===== src/rtl/pipeline_ctrl_pkg.sv =====
// Shared constants for the pipeline stall/flush sequencer:
// stage indices, per-cause control codes and FSM state types.
package pipeline_ctrl_pkg;

   localparam int STG_PC   = 0;
   localparam int STG_IFID = 1;
   localparam int STG_IDEX = 2;
   localparam int STG_EXMM = 3;
   localparam int STG_WB   = 4;

   localparam logic [4:0] BIT_PC   = 5'(1 << STG_PC);
   localparam logic [4:0] BIT_IFID = 5'(1 << STG_IFID);
   localparam logic [4:0] BIT_IDEX = 5'(1 << STG_IDEX);
   localparam logic [4:0] BIT_EXMM = 5'(1 << STG_EXMM);
   localparam logic [4:0] BIT_WB   = 5'(1 << STG_WB);

   // Each cause holds everything upstream of its bubble point
   localparam logic [4:0] STALL_MEM =
      BIT_PC | BIT_IFID | BIT_IDEX | BIT_EXMM;
   localparam logic [4:0] FLUSH_MEM = BIT_WB;
   localparam logic [4:0] STALL_DIV = BIT_PC | BIT_IFID | BIT_IDEX;
   localparam logic [4:0] FLUSH_DIV = BIT_EXMM;
   localparam logic [4:0] STALL_LU  = BIT_PC | BIT_IFID;
   localparam logic [4:0] FLUSH_LU  = BIT_IDEX;
   localparam logic [4:0] FLUSH_BR  = BIT_IFID;

   typedef enum logic {M_IDLE, M_WAIT} mem_state_t;
   typedef enum logic {D_IDLE, D_RUN} div_state_t;

   function automatic logic reg_hit(
      input logic       use_r,
      input logic [4:0] src,
      input logic [4:0] dst
   );
      return use_r && (src == dst);
   endfunction

endpackage


===== src/rtl/pipeline_ctrl_mem_wait_fsm.sv =====
// Data-memory req/ack sequencer for the MEM stage with a
// bounded wait; a timeout forces completion and pulses timeout.
module pipeline_ctrl_mem_wait_fsm
   import pipeline_ctrl_pkg::*;
#(
   parameter int MEM_TIMEOUT = 255
) (
   input  logic clk,
   input  logic rst,
   input  logic mem_req,
   input  logic mem_ack,
   output logic dmem_req,
   output logic mem_stall,
   output logic timeout
);

   mem_state_t state;
   logic [7:0] to_cnt;
   logic       at_limit;
   logic       req_c;
   logic       stall_c;

   assign at_limit = (to_cnt == 8'(MEM_TIMEOUT));

   always_comb begin
      req_c   = 1'b0;
      stall_c = 1'b0;
      timeout = 1'b0;
      unique case (state)
         M_IDLE: begin
            req_c   = mem_req;
            stall_c = mem_req & ~mem_ack;
         end
         M_WAIT: begin
            req_c   = 1'b1;
            stall_c = ~(mem_ack | at_limit);
            timeout = rst & ~mem_ack & at_limit;
         end
      endcase
   end

   // Held in reset, nothing may reach memory or the pipeline
   assign dmem_req  = rst & req_c;
   assign mem_stall = rst & stall_c;

   always_ff @(posedge clk or negedge rst) begin
      if (!rst) begin
         state  <= M_IDLE;
         to_cnt <= 8'd0;
      end else begin
         unique case (state)
            M_IDLE: begin
               if (mem_req && !mem_ack) begin
                  state  <= M_WAIT;
                  to_cnt <= 8'd1;
               end
            end
            M_WAIT: begin
               if (!stall_c) begin
                  state  <= M_IDLE;
                  to_cnt <= 8'd0;
               end else begin
                  to_cnt <= to_cnt + 8'd1;
               end
            end
         endcase
      end
   end

endmodule


===== src/rtl/pipeline_ctrl.sv =====
// Stall/flush sequencer for the 5-stage pipeline: mem wait,
// mult/div occupancy of EX, load-use hazard and branch squash.
module pipeline_ctrl
   import pipeline_ctrl_pkg::*;
#(
   parameter int DIV_CYCLES  = 32,
   parameter int MEM_TIMEOUT = 255
) (
   input  logic       clk,
   input  logic       rst,
   input  logic [4:0] id_rs,
   input  logic [4:0] id_rt,
   input  logic       id_use_rs,
   input  logic       id_use_rt,
   input  logic       ex_is_load,
   input  logic [4:0] ex_waddr,
   input  logic       ex_div_start,
   input  logic       mem_req,
   input  logic       mem_ack,
   input  logic       branch_taken,
   input  logic       err_clr,
   output logic       dmem_req,
   output logic [4:0] stall,
   output logic [4:0] flush,
   output logic       div_busy,
   output logic       mem_timeout_err
);

   localparam int DW = $clog2(DIV_CYCLES + 1);

   logic          mem_stall;
   logic          timeout;
   logic          div_stall;
   logic          load_use;
   div_state_t    div_state;
   logic [DW-1:0] div_cnt;
   logic          c_mem;
   logic          c_div;
   logic          c_lu;
   logic          c_br;

   pipeline_ctrl_mem_wait_fsm #(
      .MEM_TIMEOUT(MEM_TIMEOUT)
   ) u_mem (
      .clk      (clk),
      .rst      (rst),
      .mem_req  (mem_req),
      .mem_ack  (mem_ack),
      .dmem_req (dmem_req),
      .mem_stall(mem_stall),
      .timeout  (timeout)
   );

   assign load_use = ex_is_load && (ex_waddr != 5'd0) &&
      (reg_hit(id_use_rs, id_rs, ex_waddr) ||
       reg_hit(id_use_rt, id_rt, ex_waddr));

   always_comb begin
      div_stall = 1'b0;
      unique case (div_state)
         D_IDLE: div_stall = ex_div_start & ~mem_stall;
         D_RUN:  div_stall = (div_cnt != '0);
      endcase
   end

   assign c_mem = mem_stall;
   assign c_div = div_stall & ~mem_stall;
   assign c_lu  = load_use & ~mem_stall & ~div_stall;
   assign c_br  = branch_taken &
      ~(mem_stall | div_stall | load_use);

   always_comb begin
      stall = 5'd0;
      flush = 5'd0;
      if (rst) begin
         unique case (1'b1)
            c_mem: begin
               stall = STALL_MEM;
               flush = FLUSH_MEM;
            end
            c_div: begin
               stall = STALL_DIV;
               flush = FLUSH_DIV;
            end
            c_lu: begin
               stall = STALL_LU;
               flush = FLUSH_LU;
            end
            c_br:    flush = FLUSH_BR;
            default: ;
         endcase
      end
   end

   // Whole divider is frozen while MEM holds EX in place
   always_ff @(posedge clk or negedge rst) begin
      if (!rst) begin
         div_state <= D_IDLE;
         div_cnt   <= '0;
         div_busy  <= 1'b0;
      end else if (!mem_stall) begin
         unique case (div_state)
            D_IDLE: begin
               if (ex_div_start) begin
                  div_state <= D_RUN;
                  div_cnt   <= DW'(DIV_CYCLES - 1);
                  div_busy  <= 1'b1;
               end
            end
            D_RUN: begin
               if (div_cnt == '0) begin
                  div_state <= D_IDLE;
                  div_busy  <= 1'b0;
               end else begin
                  div_cnt <= div_cnt - DW'(1);
               end
            end
         endcase
      end
   end

   always_ff @(posedge clk or negedge rst) begin
      if (!rst) begin
         mem_timeout_err <= 1'b0;
      end else if (timeout) begin
         mem_timeout_err <= 1'b1;
      end else if (err_clr) begin
         mem_timeout_err <= 1'b0;
      end
   end

endmodule

===== config.mk =====
export PLATFORM = sky130hd
export DESIGN_NAME = pipeline_ctrl
export DESIGN_NICKNAME = d
export VERILOG_FILES = /design/src/rtl/pipeline_ctrl_pkg.sv /design/src/rtl/pipeline_ctrl_mem_wait_fsm.sv /design/src/rtl/pipeline_ctrl.sv
export SDC_FILE = /design/constraint.sdc
export NUM_CORES = 1
export LEC_CHECK = 0
export CORE_AREA = 8 8 60 62
export CTS_CLUSTER_SIZE = 24
export DETAILED_ROUTE_END_ITERATION = 10
export DIE_AREA = 0 0 68 70
export PLACE_DENSITY = 0.78
export SLEW_MARGIN = 20
export SYNTH_ARGS = -nofsm -noshare
export SYNTH_HDL_FRONTEND = slang
export SYNTH_SLANG_ARGS = --single-unit

===== constraint.sdc =====
create_clock -name clk -period 2.6 [get_ports clk]
set_clock_uncertainty 0.1 [all_clocks]
set_input_delay 0.26 -clock clk [delete_from_list [all_inputs] [get_ports clk]]
set_output_delay 0.26 -clock clk [all_outputs]
set_load 0.03 [all_outputs]

=== After elaboration in Yosys (flattened, before gate mapping) ===
Cells that the tools add are included.

* Logic and storage cells: 73
* Output and inout port bits: 13
* Flip-flop bits (word level): 18

* Bitwise gates (word level): 20
* Add/sub/neg operators: 2
* Muxes and demuxes: 25
* Eq/ne operators: 7
* Reductions and logical operators: 13

{| class="wikitable"
|+ Operator list
! operator !! count
|-
| 5-bit one-hot mux with 4 select lines || 1
|-
| 8-bit two-way mux || 2
|-
| 8-bit one-hot mux with 2 select lines || 1
|-
| 6-bit two-way mux || 2
|-
| 1-bit one-hot mux with 2 select lines || 6
|-
| 4-bit one-hot mux with 3 select lines || 1
|-
| 6-bit one-hot mux with 2 select lines || 1
|-
| 1-bit bitwise AND || 10
|-
| 5-bit == test || 2
|-
| 1-bit two-way mux || 9
|-
| 8-bit by 1-bit adder with 8-bit output, second input constant || 1
|-
| 8-bit == test, second input constant || 1
|-
| 1-bit NOT || 7
|-
| 6-bit logical NOT || 1
|-
| 3-bit AND reduction || 2
|-
| 6-bit nonzero test || 1
|-
| 6-bit by 1-bit subtractor with 6-bit output, second input constant || 1
|-
| 1-bit logical AND || 5
|-
| 5-bit two-way mux || 1
|-
| 5-bit nonzero test || 1
|-
| 4-bit two-way mux || 1
|-
| 2-bit by 1-bit inequality test with 1-bit output, second input constant || 2
|-
| 2-bit inequality test, second input constant || 2
|-
| 1-bit bitwise OR || 3
|-
| other kinds (3) || 3
|}

=== Depth between registers and ports, before layout ===
Gate-level depths: netlist of run 1.

* Depth in word-level cells: 14
* Mapped depth: 8
* Gate-level depth less buffers: 6

=== Cells and area by module ===
From an unflattened synthesis of run 1, not the netlist that was laid out.

* Cells, all modules: 140
* Area total of the unflattened synthesis: 1237.4 µm²

{| class="wikitable"
|+ By module, submodules not included
! module !! cells each !! times used !! area an instance (µm²)
|-
| pipeline_ctrl || 84 || 1 || 738.2
|-
| pipeline_ctrl_mem_wait_fsm || 56 || 1 || 499.2
|}

=== Least setup slack after synthesis of run 1 ===
OpenSTA, ideal clock, no wires.

* Kind: input port to output port
* Start point: input port ex_waddr[3]
* End point: output port stall[1]
* Buffers on the path: 1
* Arrival: 2.003 ns
* Stages on the path: 5
* Setup slack: 0.237 ns
* Cells stage by stage: xor2_1 -> nor4_1 -> a32oi_1 -> o31ai_1 -> buf_4

* Cells in the longest elaborated chain, start to end: 8

{| class="wikitable"
|+ Ends and longest elaborated chain
! element !! line !! RTL
|-
| start, declared || pipeline_ctrl.sv:16 || <nowiki>input logic [4:0] ex_waddr,</nowiki>
|-
| 5-bit == test || pipeline_ctrl_pkg.sv:35 || <nowiki>return use_r && (src == dst);</nowiki>
|-
| 1-bit logical AND || pipeline_ctrl_pkg.sv:35 ||
|-
| 1-bit logical OR || pipeline_ctrl.sv:55 || <nowiki>(reg_hit(id_use_rs, id_rs, ex_waddr) ||</nowiki>
|-
| 1-bit logical AND (*) || pipeline_ctrl.sv:54 || <nowiki>assign load_use = ex_is_load && (ex_waddr != 5'd0) &&</nowiki>
|-
| 1-bit bitwise AND (*) (2 in a row) || pipeline_ctrl.sv:68 || <nowiki>assign c_lu = load_use & ~mem_stall & ~div_stall;</nowiki>
|-
| 4-bit one-hot mux with 3 select lines (*) || pipeline_ctrl.sv:76 || <nowiki>unique case (1'b1)</nowiki>
|-
| 4-bit two-way mux (*) || pipeline_ctrl.sv:75 || <nowiki>if (rst) begin</nowiki>
|-
| end, declared || pipeline_ctrl.sv:23 || <nowiki>output logic [4:0] stall,</nowiki>
|}

Mark *: on every way between the ends. The rest lies on a longest branch, timed or not.

=== Final worst setup path of run 1 ===
* Start point: register u_mem.to_cnt[0]
* End point: output port flush[3]

* Cells in the longest elaborated chain, start to end: 14

{| class="wikitable"
|+ Ends and longest elaborated chain
! element !! line !! RTL
|-
| start, declared || pipeline_ctrl_mem_wait_fsm.sv:18 || <nowiki>logic [7:0] to_cnt;</nowiki>
|-
| start signal, assigned || pipeline_ctrl_mem_wait_fsm.sv:63 || <nowiki>to_cnt <= to_cnt + 8'd1;</nowiki>
|-
| 8-bit == test (*) || pipeline_ctrl_mem_wait_fsm.sv:23 || <nowiki>assign at_limit = (to_cnt == 8'(MEM_TIMEOUT));</nowiki>
|-
| 1-bit bitwise OR (*) || pipeline_ctrl_mem_wait_fsm.sv:36 || <nowiki>stall_c = ~(mem_ack | at_limit);</nowiki>
|-
| 1-bit NOT (*) || pipeline_ctrl_mem_wait_fsm.sv:36 ||
|-
| 1-bit one-hot mux with 2 select lines (*) || pipeline_ctrl_mem_wait_fsm.sv:29 || <nowiki>unique case (state)</nowiki>
|-
| 1-bit bitwise AND (*) || pipeline_ctrl_mem_wait_fsm.sv:44 || <nowiki>assign mem_stall = rst & stall_c;</nowiki>
|-
| 1-bit NOT (no source line) || -- ||
|-
| 1-bit bitwise AND || pipeline_ctrl.sv:61 || <nowiki>D_IDLE: div_stall = ex_div_start & ~mem_stall;</nowiki>
|-
| 1-bit one-hot mux with 2 select lines || pipeline_ctrl.sv:60 || <nowiki>unique case (div_state)</nowiki>
|-
| 1-bit bitwise OR (2 in a row) || pipeline_ctrl.sv:70 || <nowiki>~(mem_stall | div_stall | load_use);</nowiki>
|-
| 1-bit NOT || pipeline_ctrl.sv:70 ||
|-
| 1-bit bitwise AND || pipeline_ctrl.sv:69 || <nowiki>assign c_br = branch_taken &</nowiki>
|-
| 5-bit one-hot mux with 4 select lines (*) || pipeline_ctrl.sv:76 ||
|-
| 5-bit two-way mux (*) || pipeline_ctrl.sv:75 ||
|-
| end, declared || pipeline_ctrl.sv:24 || <nowiki>output logic [4:0] flush,</nowiki>
|}

Marks and branches as above.

==> flow_summary.yaml, run 1 <==
floorplanning:
  dieArea_um2: 4760
  core_area_um2: 2660
  io_pins: 38
  rows: 19
  start_util_pct: 47.4
  die_height_um: 70
  die_w_um: 68
cts:
  clk_latency_ns: 0.29
  path_clk_slew_ns: 0.11
  cts_buffers: 3
  cts_max_path_buffers: 2
  clock-sinks: 18
  cts-root-buf: "clkbuf_4"
  cts_tree: "done"
  hold_buffers: 0
  htreeDepth: 1
timing:
  fmax_mhz: 404
  whs_ns: 0.267
  setup_viol: 0
  fin_crit_sh_pct: 95.2
  min_period_ns: 2.47
  finalSetupTns_ns: 0
  rsz0062_at_grt: "no"
  finalMaxSlewViolations: 0
  hold_violations: 0
finish:
  final_area_um2: 1650
  diodes: 0
  drive_gt1_share_pct: 14.9
  nets: 204
  synthToLayoutAreaGrowth_pct: 30.9
run:
  drv_cap: 0
logic_synthesis:
  synth-main-ff-cell: "dfrtp_1"
  synth.distinct_cells: 48
  synth_cells: 137
  syn-mean-instance-area_um2: 9.21
  synth.area.top_cells: "dfrtp_1, xor2_1, a21oi_1, buf_4, ha_1"
  yosysSeqAreaShare_pct: 35.7
  synth_top_area_share_pct: 35.7
  synth_area_um2: 1260
  synth_top_area_cell: "dfrtp_1"
  synth.most_common_cell: "dfrtp_1"
  async_flop_share_pct: 100
  synthTopCellsByCount: "dfrtp_1, a21oi_1, nor2_1, xor2_1"
  synth_seq_cells: 18
  synth-edff-count: 0
  yosys_warnings: 0
routing:
  drtIter0Drc: 69
  vias: 1195
  wl_per_cell_um: 15.4
  vias_per_cell: 5.80
  ant_nets: 0
  drc: 0
  wirelength_um: 3180
  drt-pass1-iter-count: 4
placement:
  dp.final_hpwl_um: 2560
  port_buffers: 35
  placed_area_um2: 1610
  gp_congestion: 0.871
setup_path:
  setup.worst_path.start_class: "register"
  ff2ff_path_depth: 6
  critPathArrivalTime_ns: 2.11
  worstSetupPathType: "register to primary output"
  r2r-end: "div_cnt[3]$_DFFE_PN0P_"
  cp.required_ns: 2.24
  critPathMaxFanout: 8
  rr_startpoint: "u_mem.to_cnt[0]$_DFFE_PN0P_"
  endpoint_kind: "primary output"
  r2r_slack_ns: 0.74
run_status:
  status: "finished clean"
pwr:
  power.share.clock_pct: 20.9
  p_per_area_nw_per_um2: 504
  ir_worst_vdd_v: 0.000362
  p_leak_nw: 0.707
  p_seq_share_pct: 45.1
  sw_frac_of_total_pct: 33.8
  p_switching_uw: 281
  finalPower_uw: 832
  intPower_uw: 551
  power.share.combinational_pct: 34.0
grt:
  grt_pass1_vias: 1094
  grt_pass1_wl_um: 5000
  antenna_found_initial: 0
  grt_overflow: 0
  track_usage_pct: 13.1
  grt_max_degree: 21
worst_hold_path:
  min_path_type: "input pin to asynchronous set/reset pin"
## routing by layer
metal	vias up	share of wire, %	GRT usage, %
li1	577	-	-
met1	585	39	14.6
met2	31	56	24.1
met4	0	0.57	1.82
met5	-	0	0
met3	2	4.2	3.19
## stage by stage
| stage | utilization (%) | setup slack [ns] | std cells |
|---|---|---|---|
| global placement | 60.4 | 0.158 | 201 |
| finish | 62.0 | 0.125 | 206 |
| global route | 62.0 | 0.0458 | 206 |
| detailed placement | 60.4 | 0.110 | 201 |
| floorplan | - | 0.237 | 138 |
| CTS | 61.7 | 0.119 | 205 |
## worst max path at each step
stage,depth (start not counted),endpoint,start
2_1_floorplan,5,stall[1],ex_waddr[3]
3_3_place_gp,5,flush[3],mem_req
3_5_place_dp,5,flush[3],mem_req
4_1_cts,5,flush[3],u_mem.to_cnt[0]$_DFFE_PN0P_
5_1_grt,7,flush[2],u_mem.to_cnt[0]$_DFFE_PN0P_
6_report,5,flush[3],u_mem.to_cnt[0]$_DFFE_PN0P_
## cell type report
class	count	area (µm²)
repair buffers	39	359
fillers	226	1010
clock buffers	4	36.3
inverters	7	31.3
flip-flops and latches	18	450
multi-input cells	107	734
well taps	31	38.8
## cell usage in the layout (no fill, tap or decap), types with 2 or more instances in the layout
cell / Yosys / layout
clkdlybuf4s50_1: 0 / 26
dfrtp_1: 18 / 18
buf_4: 5 / 12
a21oi_1: 10 / 10
nor2_1: 10 / 10
xor2_1: 8 / 8
o21ai_0: 7 / 7
nand3_1: 7 / 7
inv_1: 6 / 6
nand2_1: 6 / 6
xnor2_1: 3 / 3
o31ai_1: 3 / 3
and3_1: 3 / 3
nand2b_1: 3 / 3
a22o_1: 3 / 3
a31oi_1: 3 / 3
ha_1: 3 / 3
clkbuf_4: 0 / 3
and4_1: 2 / 2
o21a_1: 2 / 2
nor4_1: 2 / 2
a21o_1: 2 / 2
nor2b_1: 2 / 2
a41oi_1: 2 / 2
o211ai_1: 2 / 2
conb_1: 1 / 2
## flip-flops by register name, indices dropped and copies added (netlist names)
name,flops
mem_timeout_err,1
u_mem.state,1
div_cnt,6
div_busy,1
u_mem.to_cnt,8
div_state,1
## critical path, stage by stage, from the launching register on
cell and delay [ns]:
dfrtp_1 0.42, ha_1 0.26, and4_1 0.20, a211o_4 0.39, and3_2 0.20, dlygate4sd2_1 0.35
## power groups by stage
stage | combinational, mW | sequential, mW | clock, mW
finish | 0.283 | 0.375 | 0.174
global route | 0.313 | 0.383 | 0.193
CTS | 0.279 | 0.374 | 0.181
detailed placement | 0.279 | 0.380 | 0
global placement | 0.271 | 0.379 | 0
floorplan | 0.185 | 0.371 | 0
## what timing repair did
action / 4_1_cts / 5_1_grt
buffers inserted: 0 / 1
endpoints found under the hold margin: 0 / 0
gates resized for setup: 1 / 0
endpoints found under the setup margin: 1 / 1
## logic make-up (layout without fill, tap and decap cells)
logic type	count (synthesis)	count (layout)	synth area share, %
AO/OA/AOI/OAI	43	43	24.4
AND/OR/NAND/NOR	48	48	22.6
other	1	2	0.297
buffers and inverters	13	50	6.35
adder cells (fa/ha/maj)	3	3	2.98
XOR/XNOR	11	11	7.64
flip-flops	18	18	35.7
No activity file was read; power rests on OpenSTA's default activity.
==> run 2, diff against run 1 <==
SKIP_CTS_REPAIR_TIMING = 1   (was unset)
==> run 2 against run 1 <==
  * Non-clock buffer count stayed put
  * Worst hold slack hardly changed
  * Flip-flop and latch count stayed put
  * Via count is 0.25% higher
  * Wire length is 0.35% higher
  * Worst setup slack better by 0.039 ns
  * First-iteration DRC count stayed put
  * Register-to-register slack hardly changed
  * Global-route usage stayed put
  * Largest power group unchanged
==> flow_summary.yaml, run 2 (synthesized netlist as in run 1, its figures left out) <==
run_status:
  status: "finished clean"
floorplanning:
  io_pins: 38
  die_w_um: 68
  core_area_um2: 2660
  dieArea_um2: 4760
  die_height_um: 70
  rows: 19
  start_util_pct: 47.4
timing:
  fmax_mhz: 411
  setup_viol: 0
  finalMaxSlewViolations: 0
  fin_crit_sh_pct: 93.7
  whs_ns: 0.267
  rsz0062_at_grt: "no"
  min_period_ns: 2.44
  timing.final.ws_setup_ns: 0.164
  hold_violations: 0
finish:
  fillers: 226
  diodes: 0
  largest_reg_flops: 8
  stdcell_count: 206
  synthToLayoutAreaGrowth_pct: 31.2
  layout_commonest_cell: "clkdlybuf4s50_1"
  largestRegisters: "u_mem.to_cnt: 8 flops, div_cnt: 6 flops"
  nets: 204
  regMostFlops: "u_mem.to_cnt"
  final_cell_mix: "clkdlybuf4s50_1, dfrtp_1, buf_4"
  drive_gt1_share_pct: 14.9
  post-route-util_pct: 62.1
  final_area_um2: 1650
placement:
  placed_area_um2: 1610
  place_ws_ns: 0.110
  place_inst: 201
  dp.final_hpwl_um: 2560
  gp_congestion: 0.871
  port_buffers: 35
setup_path:
  crit_family: "compound AO/OA/AOI/OAI gates"
  max_stage_delay_ns: 0.42
  crit_path_top_delay_cell: "dfrtp_1"
  cp_num_buf_inv: 2
  critPathArrivalTime_ns: 2.08
  worstSetupPathType: "register to primary output"
  critPathMaxFanout: 11
  endpoint_kind: "primary output"
  cp.required_ns: 2.24
  setup.worst_path.start_class: "register"
  worstPathCellList: "ha_1 -> and4_1 -> a211o_4 -> clkinv_4 -> a21oi_1 -> o31ai_1 -> buf_4"
cts:
  clk_latency_ns: 0.29
  cts-root-buf: "clkbuf_4"
  cts_max_path_buffers: 2
  clock-sinks: 18
  htreeDepth: 1
  cts_buffers: 3
  path_clk_slew_ns: 0.11
  cts_tree: "done"
routing:
  wirelength_um: 3190
  drc: 0
  ant_nets: 0
  vias: 1198
  drt-pass1-iter-count: 4
  drtIter0Drc: 69
  vias_per_cell: 5.82
  wl_per_cell_um: 15.5
grt:
  track_usage_pct: 13.1
  grt_overflow: 0
  grt_pass1_vias: 1094
  grt_max_degree: 21
  grt_pass1_wl_um: 5000
  antenna_found_initial: 0
pwr:
  p_leak_nw: 0.716
  p_per_area_nw_per_um2: 504
  ir_worst_vdd_v: 0.000362
run:
  drv_cap: 0
worst_hold_path:
  min_path_type: "input pin to asynchronous set/reset pin"
[run 2: worst paths after layout]
kind | startpoint | to | slack, ns | cells after the start
min reg2reg | u_mem.to_cnt[7]$_DFFE_PN0P_ | u_mem.to_cnt[7]$_DFFE_PN0P_ | 0.40 | 1
max | u_mem.to_cnt[0]$_DFFE_PN0P_ | stall[0] | 0.16 | 7
max in group asynchronous | rst | div_cnt[3]$_DFFE_PN0P_ | 1.92 | 2
min in group clk | u_mem.to_cnt[7]$_DFFE_PN0P_ | u_mem.to_cnt[7]$_DFFE_PN0P_ | 0.40 | 1
max reg2reg | u_mem.to_cnt[0]$_DFFE_PN0P_ | div_cnt[3]$_DFFE_PN0P_ | 0.74 | 6
min | rst | div_cnt[5]$_DFFE_PN0P_ | 0.27 | 2
[run 2: per-stage QoR]
| step | TNS (ns) | power, mW |
|---|---|---|
| after global placement | 0 | 0.650 |
| final | 0 | 0.834 |
| after floorplan | 0 | 0.556 |
| after detailed placement | 0 | 0.659 |
| after CTS | -0.126 | 0.836 |
| after global routing | 0 | 0.890 |
[run 2: layer usage]
| layer | up-vias | GRT usage [%] | part of all wire, % |
|---|---|---|---|
| li1 | 577 | - | - |
| met4 | 0 | 1.82 | 0.56 |
| met2 | 31 | 24.1 | 56 |
| met5 | - | 0 | 0 |
| met1 | 588 | 14.6 | 39 |
| met3 | 2 | 3.19 | 4.2 |
[run 2: layout make-up]
type	count	area [µm²]	share of cell area, %
multi-input cells	107	734	44.4
flip-flops and latches	18	450	27.2
repair buffers	39	363	21.9
well taps	31	38.8	2.34
clock buffers	4	36.3	2.19
inverters	7	31.3	1.89
[run 2: power by group]
group	leakage [nW]	switching (mW)	internal, mW
clock network	0.0210	0.0895	0.0853
logic	0.474	0.141	0.142
registers	0.221	0.0513	0.324
==> run 3, diff against run 2 <==
CORE_AREA = 8 8 62 64   (was 8 8 60 62)
DIE_AREA = 0 0 70 72   (was 0 0 68 70)
PLACE_DENSITY = 0.73   (was 0.78)
clock period = 2.27 ns   (was 2.6 ns; I/O delays follow)
==> run 3 against run 2 <==
  * The run now ends with setup timing left
  * Flip-flop and latch count unchanged
  * Cell area increased by 12%
  * Non-clock buffer count increased by 22
  * Final cell count increased by 12%
  * First-iteration DRC count increased by 19%
  * Worst hold slack improved by 0.057 ns
  * Clock-buffer cell count unchanged
  * Sequential power increased by 9.3%
  * Wire length increased by 12%
  * Total power increased by 27%
  * Register-to-register slack got worse by 0.32 ns
  * Critical path type unchanged
  * Largest cell class unchanged
  * Largest power group is now combinational logic
==> flow_summary.yaml, run 3 (synthesized netlist as in run 1, its figures left out) <==
placement:
  place_inst: 219
  place_ws_ns: -0.0315
  gp_congestion: 0.899
  port_buffers: 35
  dp.final_hpwl_um: 2870
run_status:
  status: "finished, violations left"
  violations: "setup timing"
finish:
  largestRegisters: "u_mem.to_cnt: 8 flops, div_cnt: 6 flops"
  fillers: 245
  nets: 226
  post-route-util_pct: 63.7
  largest_reg_flops: 8
  regMostFlops: "u_mem.to_cnt"
  drive_gt1_share_pct: 27.4
  synthToLayoutAreaGrowth_pct: 46.6
  multi_input_area_um2: 752
  stdcell_count: 230
  layout_commonest_cell: "buf_4"
  diodes: 0
  register_area_um2: 450
  final_cell_mix: "buf_4, clkdlybuf4s50_1, dfrtp_1"
timing:
  hold_violations: 0
  max_slew_margin_pct: 66.6
  fin_crit_sh_pct: 103
  whs_ns: 0.324
  timing.final.ws_setup_ns: -0.0704
  rsz0062_at_grt: "yes"
  min_period_ns: 2.34
  worst_slew_pin_slew_ns: 0.502
  finalSetupTns_ns: -0.141
  fmax_mhz: 427
  finalMaxSlewViolations: 0
  setup_viol: 3
setup_path:
  endpoint_kind: "primary output"
  worstSetupPathType: "register to primary output"
  critPathMaxFanout: 6
  cp.required_ns: 1.94
  setup.worst_path.start_class: "register"
  critPathArrivalTime_ns: 2.01
floorplanning:
  die_w_um: 70
  rows: 20
  start_util_pct: 43.4
  die_height_um: 72
  core_area_um2: 2900
  dieArea_um2: 5040
  io_pins: 38
cts:
  cts_max_path_buffers: 2
  path_clk_slew_ns: 0.12
  clock-sinks: 18
  clk_latency_ns: 0.30
  cts-root-buf: "clkbuf_4"
  cts_tree: "done"
  htreeDepth: 1
  cts_buffers: 3
run:
  drv_cap: 0
grt:
  track_usage_pct: 13.5
  grt_pass1_wl_um: 5780
  grt_pass1_vias: 1290
  grt_max_degree: 21
  antenna_found_initial: 0
  grt_overflow: 0
pwr:
  sw_frac_of_total_pct: 33.6
  power.share.clock_pct: 19.5
  intPower_uw: 705
  p_switching_uw: 356
  p_seq_share_pct: 38.7
  ir_worst_vdd_v: 0.000599
  p_per_area_nw_per_um2: 574
  p_leak_nw: 0.818
  power.share.combinational_pct: 41.9
routing:
  drt-pass1-iter-count: 4
  drtIter0Drc: 82
  ant_nets: 0
  vias_per_cell: 5.53
  wl_per_cell_um: 15.5
  vias: 1273
  drc: 0
  wirelength_um: 3560
worst_hold_path:
  min_path_type: "input pin to asynchronous set/reset pin"
-- run 3: cell type report --
| cell class | count | area share [%] |
|---|---|---|
| Multi-Input combinational cell | 107 | 40.7 |
| Timing Repair Buffer | 61 | 29.0 |
| Sequential cell | 18 | 24.4 |
| Tap cell | 33 | 2.23 |
| Clock buffer | 4 | 1.96 |
| Inverter | 7 | 1.83 |
-- run 3: routing by layer --
metal	track usage, %	routed length, µm	vias to the layer above
li1	-	-	622
met1	13.8	1410	618
met2	25.9	1990	29
met3	4.09	151	4
met4	3.79	20	0
met5	0	0	-
-- run 3: power groups by stage --
stage,sequential [mW],combinational [mW],clock [mW]
global route,0.416,0.487,0.228
CTS,0.415,0.385,0.212
floorplan,0.425,0.213,0
finish,0.410,0.444,0.206
global placement,0.418,0.375,0
detailed placement,0.421,0.383,0
-- run 3: critical path: stages, from the launching register on --
cell	delay (ns)
dfrtp_1	0.40
or3_4	0.42
o21a_4	0.22
buf_6	0.13
nor3_4	0.13
nor3b_2	0.22
buf_4	0.19
-- run 3: stage by stage --
stage / area [µm²] / total power [mW]
floorplan: 1270 / 0.638
global placement: 1740 / 0.792
detailed placement: 1740 / 0.804
CTS: 1770 / 1.01
global route: 1850 / 1.13
finish: 1850 / 1.06
-- run 3: final timing paths --
kind	from	end	slack (ns)	cells after the start
hold / removal	rst	u_mem.to_cnt[6]$_DFFE_PN0P_	0.32	3
hold reg to reg	u_mem.to_cnt[7]$_DFFE_PN0P_	u_mem.to_cnt[7]$_DFFE_PN0P_	0.40	1
setup reg to reg	u_mem.to_cnt[1]$_DFFE_PN0P_	u_mem.to_cnt[7]$_DFFE_PN0P_	0.42	6
setup / recovery	div_cnt[2]$_DFFE_PN0P_	flush[2]	-0.07	6
max in group asynchronous	rst	u_mem.to_cnt[2]$_DFFE_PN0P_	1.53	3
min in group clk	u_mem.to_cnt[7]$_DFFE_PN0P_	u_mem.to_cnt[7]$_DFFE_PN0P_	0.40	1
